<file path="config.mk">
export PLATFORM = sky130hd
export DESIGN_NAME = tpu_rename_grp
export DESIGN_NICKNAME = d
export VERILOG_FILES = /design/src/rtl/tpu_rename_grp.sv
export SDC_FILE = /design/constraint.sdc
export NUM_CORES = 1
export LEC_CHECK = 0
export CAP_MARGIN = 0
export CORE_MARGIN = 1.5
export CORE_UTILIZATION = 35
export CTS_BUF_LIST = sky130_fd_sc_hd__clkbuf_8
export DETAILED_ROUTE_END_ITERATION = 12
export SLEW_MARGIN = 20
export SYNTH_ARGS = -nofsm -noshare
export SYNTH_HDL_FRONTEND = slang
export SYNTH_SLANG_ARGS = --single-unit
</file>
<file path="constraint.sdc">
create_clock -name clk -period 3.62 [get_ports clk]
set_input_delay 1.086 -clock clk [delete_from_list [all_inputs] [get_ports clk]]
set_output_delay 1.086 -clock clk [all_outputs]
set_load 0.01 [all_outputs]
</file>
<file path="src/rtl/tpu_rename_grp.sv">
// tpu_rename_grp: multi-lane register rename stage.
// Renames up to LANES issue-queue lines per cycle against a logical->physical map table.
// It applies intra-group bypass, tracks readiness from writeback broadcasts and supports
// whole-map reload for branch recovery. Lane 0 is the oldest lane.
module tpu_rename_grp #(
   parameter int LANES            = 2,
   parameter int LOG_REGS         = 16,
   parameter int PHYS_BITS        = 6,
   parameter int ISQ_IDX_BITS_NUM = 2,
   localparam int LOG_BITS        = $clog2(LOG_REGS),
   localparam int ENT_BITS        = PHYS_BITS + 1
) (
   input  logic                            clk,
   input  logic                            rst,
   input  logic [LANES-1:0]                in_vld,
   output logic                            in_rdy,
   input  logic [LANES*ISQ_IDX_BITS_NUM-1:0] in_idx,
   input  logic [LANES-1:0]                in_src1_vld,
   input  logic [LANES*LOG_BITS-1:0]       in_lsrc1,
   input  logic [LANES-1:0]                in_src2_vld,
   input  logic [LANES*LOG_BITS-1:0]       in_lsrc2,
   input  logic [LANES-1:0]                in_ldst_vld,
   input  logic [LANES*LOG_BITS-1:0]       in_ldst,
   input  logic [LANES*PHYS_BITS-1:0]      in_pdst,
   input  logic                            wb_vld,
   input  logic [PHYS_BITS-1:0]            wb_preg,
   input  logic                            ld_map_vld,
   input  logic [LOG_REGS*ENT_BITS-1:0]    ld_map,
   output logic [LANES-1:0]                out_vld,
   input  logic                            out_rdy,
   output logic [LANES*ISQ_IDX_BITS_NUM-1:0] out_idx,
   output logic [LANES*ENT_BITS-1:0]       out_psrc1,
   output logic [LANES*ENT_BITS-1:0]       out_psrc2,
   output logic [LANES*ENT_BITS-1:0]       out_pdst,
   output logic [LOG_REGS*ENT_BITS-1:0]    cur_map
);

   // map entry / output source field: {rdy, preg}
   typedef logic [ENT_BITS-1:0] ent_t;

   ent_t                          map_q    [LOG_REGS];
   logic [LOG_BITS-1:0]           lsrc     [LANES][2];
   logic                          src_use  [LANES][2];
   logic [LOG_BITS-1:0]           ldst     [LANES];
   logic [PHYS_BITS-1:0]          pdst     [LANES];
   ent_t                          src_ent  [LANES][2];
   ent_t                          tmp_ent;
   ent_t                          psrc_q   [LANES][2];
   logic                          used_q   [LANES][2];
   ent_t                          pdst_q   [LANES];
   logic [ISQ_IDX_BITS_NUM-1:0]   idx_q    [LANES];
   logic                          accept;

   assign in_rdy = ~ld_map_vld & (~|out_vld | out_rdy);
   assign accept = |in_vld & in_rdy;

   // unpack the flat per-lane input buses
   always_comb begin
      for (int k = 0; k < LANES; k++) begin
         lsrc[k][0]    = in_lsrc1[k*LOG_BITS +: LOG_BITS];
         lsrc[k][1]    = in_lsrc2[k*LOG_BITS +: LOG_BITS];
         src_use[k][0] = in_src1_vld[k];
         src_use[k][1] = in_src2_vld[k];
         ldst[k]       = in_ldst[k*LOG_BITS +: LOG_BITS];
         pdst[k]       = in_pdst[k*PHYS_BITS +: PHYS_BITS];
      end
   end

   // source lookup: map entry with same-cycle wakeup, overridden by the closest older writing lane
   always_comb begin
      // NOTE: every variable written here gets a value before any condition so no latch is inferred.
      tmp_ent = '0;
      for (int k = 0; k < LANES; k++) begin
         for (int s = 0; s < 2; s++) begin
            tmp_ent = map_q[lsrc[k][s]];
            if (wb_vld && tmp_ent[PHYS_BITS-1:0] == wb_preg) tmp_ent[PHYS_BITS] = 1'b1;
            // ascending scan: the highest older lane is applied last and wins
            for (int j = 0; j < LANES; j++) begin
               if (j < k && in_vld[j] && in_ldst_vld[j] && ldst[j] == lsrc[k][s])
                  tmp_ent = {1'b0, pdst[j]};
            end
            src_ent[k][s] = src_use[k][s] ? tmp_ent : '0;
         end
      end
   end

   // map table: reload > rename write > wakeup
   always_ff @(posedge clk) begin
      // NOTE: the map is a small flop array, not RAM; it must reset to identity so it is reset entry by entry.
      if (rst) begin
         for (int i = 0; i < LOG_REGS; i++) map_q[i] <= {1'b1, PHYS_BITS'(i)};
      end else if (ld_map_vld) begin
         for (int i = 0; i < LOG_REGS; i++) map_q[i] <= ld_map[i*ENT_BITS +: ENT_BITS];
      end else begin
         // NOTE: non-blocking assignments; a later assignment to the same entry overrides an earlier one.
         for (int i = 0; i < LOG_REGS; i++) begin
            if (wb_vld && map_q[i][PHYS_BITS-1:0] == wb_preg) map_q[i][PHYS_BITS] <= 1'b1;
            for (int k = 0; k < LANES; k++) begin
               if (accept && in_vld[k] && in_ldst_vld[k] && ldst[k] == LOG_BITS'(i))
                  map_q[i] <= {1'b0, pdst[k]};
            end
         end
      end
   end

   // output register: flush on reload, load on accept, otherwise hold and absorb wakeups
   always_ff @(posedge clk) begin
      if (rst) begin
         out_vld <= '0;
         for (int k = 0; k < LANES; k++) begin
            idx_q[k]  <= '0;
            pdst_q[k] <= '0;
            for (int s = 0; s < 2; s++) begin
               psrc_q[k][s] <= '0;
               used_q[k][s] <= 1'b0;
            end
         end
      end else if (ld_map_vld) begin
         out_vld <= '0;
      end else if (in_rdy) begin
         out_vld <= in_vld;
         if (|in_vld) begin
            for (int k = 0; k < LANES; k++) begin
               idx_q[k]  <= in_idx[k*ISQ_IDX_BITS_NUM +: ISQ_IDX_BITS_NUM];
               pdst_q[k] <= {in_ldst_vld[k], pdst[k]};
               for (int s = 0; s < 2; s++) begin
                  psrc_q[k][s] <= src_ent[k][s];
                  used_q[k][s] <= src_use[k][s];
               end
            end
         end
      end else begin
         // unused sources stay all-zero even when wb_preg is 0
         for (int k = 0; k < LANES; k++) begin
            for (int s = 0; s < 2; s++) begin
               if (out_vld[k] && used_q[k][s] && wb_vld && psrc_q[k][s][PHYS_BITS-1:0] == wb_preg)
                  psrc_q[k][s][PHYS_BITS] <= 1'b1;
            end
         end
      end
   end

   // pack registered state onto the flat output buses
   always_comb begin
      out_idx   = '0;
      out_psrc1 = '0;
      out_psrc2 = '0;
      out_pdst  = '0;
      cur_map   = '0;
      for (int k = 0; k < LANES; k++) begin
         out_idx[k*ISQ_IDX_BITS_NUM +: ISQ_IDX_BITS_NUM] = idx_q[k];
         out_psrc1[k*ENT_BITS +: ENT_BITS]             = psrc_q[k][0];
         out_psrc2[k*ENT_BITS +: ENT_BITS]             = psrc_q[k][1];
         out_pdst[k*ENT_BITS +: ENT_BITS]              = pdst_q[k];
      end
      for (int i = 0; i < LOG_REGS; i++) cur_map[i*ENT_BITS +: ENT_BITS] = map_q[i];
   end

endmodule
</file>
=== Yosys cells after proc, flatten, opt, wreduce, memory -nomap -nowiden ===
Memories as Yosys holds them, arrays and structs flattened.
Cells that the tools add are included.

* Equality and inequality tests: 56
* Mux-type cells: 344
* Bitwise gates (word level): 116
* Reduce and logical (&&, ||, !) cells: 77

{| class="wikitable"
|+ Operators with widths
! kind !! count
|-
| 1-bit two-way mux || 282
|-
| 7-bit two-way mux || 28
|-
| 6-bit two-way mux || 32
|-
| 6-bit == test || 24
|-
| 1-bit OR || 113
|-
| 1-bit logical AND || 71
|-
| 4-bit == test (second input constant) || 16
|-
| 4-bit by 3-bit == test with 1-bit output (second input constant) || 8
|-
| 4-bit by 2-bit == test with 1-bit output (second input constant) || 4
|-
| 4-bit by 1-bit == test with 1-bit output (second input constant) || 2
|-
| 4-bit == test || 2
|-
| 4-bit logical NOT || 2
|-
| 2-bit OR reduction || 3
|-
| 2-bit two-way mux || 2
|-
| 1-bit bitwise AND || 2
|-
| 1-bit logical NOT || 1
|-
| 1-bit inverter || 1
|}

* Flip-flop bits (word level): 2
* RAM bits: 162
* Output and inout bits: 161
* Logic and storage cells: 599
* Memories: 5

{| class="wikitable"
|+ Memory list
! name !! depth !! width !! read ports !! clocked after memory_dff !! write ports !! line !! source
|-
| map_q || 16 || 7 || 20 || 0 || 16 || 41 || <nowiki>ent_t map_q [LOG_REGS];</nowiki>
|-
| psrc_q || 2 || 14 || 2 || 0 || 2 || 48 || <nowiki>ent_t psrc_q [LANES][2];</nowiki>
|-
| pdst_q || 2 || 7 || 2 || 0 || 2 || 50 || <nowiki>ent_t pdst_q [LANES];</nowiki>
|-
| idx_q || 2 || 2 || 2 || 0 || 2 || 51 || <nowiki>logic [ISQ_IDX_BITS_NUM-1:0] idx_q [LANES];</nowiki>
|-
| used_q || 2 || 2 || 2 || 0 || 2 || 49 || <nowiki>logic used_q [LANES][2];</nowiki>
|}

=== Logic depth before layout (Yosys ltp) ===
* Depth in word-level cells: 14
* Gate-level depth with buffers: 10
* Depth with buffers taken out: 7

=== Worst setup path after synthesis ===
No wires, ideal clock.

* Kind: input -> register
* From: in ld_map_vld
* To: mem map_q[3][6] (netlist name) (enable)
* Setup time: 0.304 ns
* Arrival time: 2.938 ns
* Path slack: 0.379 ns
* Stages: 8
* Cell sequence: buf_6 > or2_1 > buf_6 > or3_1 > or3_4 > or2_1 > nand3_1 > o21bai_1

{| class="wikitable"
|+ RTL lines
! what !! line !! source
|-
| start: declaration || 27 || <nowiki>input logic ld_map_vld,</nowiki>
|-
| end: declaration || 41 ||
|}

=== Worst setup path in the final report ===
* From: in out_rdy
* To: out in_rdy

* Longest elaborated chain between the ends: 2

{| class="wikitable"
|+ RTL lines
! what !! line !! source
|-
| start: declaration || 30 || <nowiki>input logic out_rdy,</nowiki>
|-
| 1-bit OR || 54 || <nowiki>assign in_rdy = ~ld_map_vld & (~|out_vld | out_rdy);</nowiki>
|-
| 1-bit bitwise AND || 54 ||
|-
| end: declaration || 16 || <nowiki>output logic in_rdy,</nowiki>
|}

Every way passes these cells.

==> flow_summary.yaml <==
detailed_routing:
  routed_wire_length_per_instance_um: 30.81
  dr.pass1.iters: 6
  drc: 0
  first_iter_violations: 1968
  ant_nets: 0
  vias: 14320
  viasPerCell: 6.176
  totalWireLength_um: 71410
placed_design:
  dp_slack_ns: -0.2110
  dp.cells: 2287
  gp_congestion: 0.9730
  dp_hpwl_um: 55130
  port_buffers: 331
sta:
  fmax_ghz: 0.2814
  slew_violations: 0
  setup_viol: 0
  worst_slew_pin_slew_ns: 0.9176
  hold_viol_final: 0
  finalCriticalPeriod_ns: 3.554
  min_period_over_period: 0.9818
  fin_skew_ns: 0.02434
  rsz0062_at_grt: "no"
  relSlewSlack: 0.3863
  worst_slack_ns: 0.06600
cells_and_area:
  final_nets: 1945
  fillers: 3756
  antenna_cells: 0
  final_cells: 2318
  final_layout_size_suffix_gt1_frac: 0.1915
  area_growth_pct: 35.64
cts:
  cts_resized: 0
  hold_buffers: 0
  clk_pin_slew_ns: 0.09
  cts.sinks: 164
  cts_root_buf: "clkbuf_8"
  cts_setup_buffers: 0
  clk_path_buf_depth: 2
  cts.htree.levels: 4
  clock_latency_ns: 0.51
  cts_made_buffers: 17
  cts_tree: "done"
power_and_ir_drop:
  p_comb_frac: 0.339
  p_sw_frac: 0.3528
  power.share.sequential: 0.425
  p_switching_w: 0.002226
  ir_worst_vdd_v: 0.0002273
  p_leak_nw: 7.195
  p_int_w: 0.004085
  p_per_area_nw_per_um2: 321.7
  clock_power_share: 0.237
critical_path:
  cp_common_cell: "clkdlybuf4s50_1"
  worstSetupPathType: "in2out"
  critical_path.top_delay_family: "buffers and inverters"
  crit_buf_inv: 2
  crit_cells: 4
  slowest_stage: "clkdlybuf4s50_1"
  reg2reg_depth: 7
  cp_data_arrival_time_ns: 2.47
  cp_max_fo: 8
  critPathRequiredTime_ns: 2.53
  crit_chain: "clkdlybuf4s50_1, o21ba_2, nor2_1, clkdlybuf4s50_1"
  end_kind: "primary output"
  crit_path_start_kind: "input pin"
  slowest_delay_ns: 0.56
grt:
  overflow: 0
  grt_util_all_layers: 0.3361
  grt_pass1_wl_um: 100700
  grt_max_degree: 35
  grt_pass1_vias: 14370
  antenna_found_initial: 2
logic_synthesis:
  syn_area_um2: 14460
  synth_seq_area_share: 0.3371
  ys.flop_type: "edfxtp_1"
  syn_nets: 1561
  synth_area_per_cell_um2: 10.40
  ys_ff_latch: 164
  yosysUniqueCellTypes: 85
  postSynth.asyncResetShare: 0
  synthCells: 1390
  ys_warn_count: 0
  synth-edff-count: 159
floorplanning:
  rows: 74
  initial_utilization: 0.3542
  die_w_um: 206.3
  die-area_um2: 42550
  core_um2: 40830
  chipHeight_um: 206.3
  ios: 332
hold_path:
  min_path_type: "reg2reg"
  whs_path_depth: 2
status:
  status: "finished, final reports clean"
run:
  cap_violations: 0
## layout make-up
class	count	area, um^2	area share
multi-input combinational	1075	8874	0.4524
sequential	164	4875	0.2485
timing repair buffer	491	4697	0.2395
tap	532	665.6	0.03393
clock buffer	17	234.0	0.01193
clock inverter	14	176.4	0.008994
inverter	25	93.84	0.004784
## sequential cells by signal (all words and copies together), names as in the netlist
register and count:
map_q 112, psrc_q 28, pdst_q 14, used_q 4, out_vld 2, idx_q 4
## layer usage
metal | wire [um] | track usage
met1 | 26780 | 0.4281
met2 | 32710 | 0.5306
met3 | 7997 | 0.07553
met4 | 3921 | 0.1804
met5 | 10 | 0
## worst paths after layout
check / slack [ns] / to / from
setup reg to reg: 1.03 / psrc_q[1][13]$_SDFFCE_PN1P_ / map_q[7][1]$_SDFFCE_PN1P_
setup / recovery: 0.07 / in_rdy / out_rdy
hold / removal: 0.57 / out_vld[1]$_SDFFE_PP0P_ / out_vld[1]$_SDFFE_PP0P_
hold reg to reg: 0.57 / out_vld[1]$_SDFFE_PP0P_ / out_vld[1]$_SDFFE_PP0P_
## per-stage QoR
step           total power, W  utilization  cell area (um^2)  hold WS [ns]  TNS [ns]
2_1_floorplan        0.003585            -             14460        0.5350         0
3_3_place_gp         0.004783       0.4703             19200        0.5424   -0.2020
3_5_place_dp         0.004802       0.4703             19200        0.5494   -0.3438
4_1_cts              0.006257       0.4804             19620        0.5678         0
5_1_grt              0.006474       0.4804             19620        0.5969         0
6_report             0.006311       0.4804             19620        0.5671         0
## Yosys cell counts (all sizes together), types with 28 or more instances
library cell,count,area share
nor2,98,0.028
clkbuf,59,0.016
mux2i,113,0.078
xor2,46,0.028
buf,67,0.027
mux2,28,0.022
a21oi,84,0.029
nor3,31,0.013
nand2,103,0.027
xnor2,109,0.066
nand4,29,0.013
o21ai,52,0.019
nand3,43,0.015
mux4,95,0.15
edfxtp,159,0.33
## layout by cell type, fill, tap and decap left out, drive strengths merged, types with 11 or more instances in the layout
cell,count
a211oi,14
a21oi,84
a22oi,25
and2,15
buf,166
clkbuf,17
clkdlybuf4s50,325
edfxtp,159
inv,26
mux2,28
mux2i,113
mux4,95
nand2,103
nand2b,21
nand3,43
nand4,29
nor2,98
nor2b,17
nor3,31
nor4,23
o21ai,52
o22ai,17
or3,11
xnor2,109
xor2,46
## tightest hold or removal path, delay by kind of cell (launching register included)
kind,cells,cell delay (ns)
flip-flops,1,0.37
AO/OA/AOI/OAI,2,0.16
## power by group through the flow
stage | registers, W | logic [W] | clock network [W]
detailed placement | 0.00269 | 0.00211 | 0
CTS | 0.00265 | 0.00211 | 0.00149
global route | 0.00268 | 0.00224 | 0.00156
finish | 0.00268 | 0.00214 | 0.00149
floorplan | 0.00254 | 0.00104 | 0
global placement | 0.00270 | 0.00209 | 0
## cell families after synthesis
family | share of synthesized area
mux | 0.2498
xor+xnor | 0.09387
simple gates | 0.1488
compound gates | 0.1210
buf+inv | 0.04949
flops | 0.3371
Note: power is estimated with default switching activity, not from simulation.
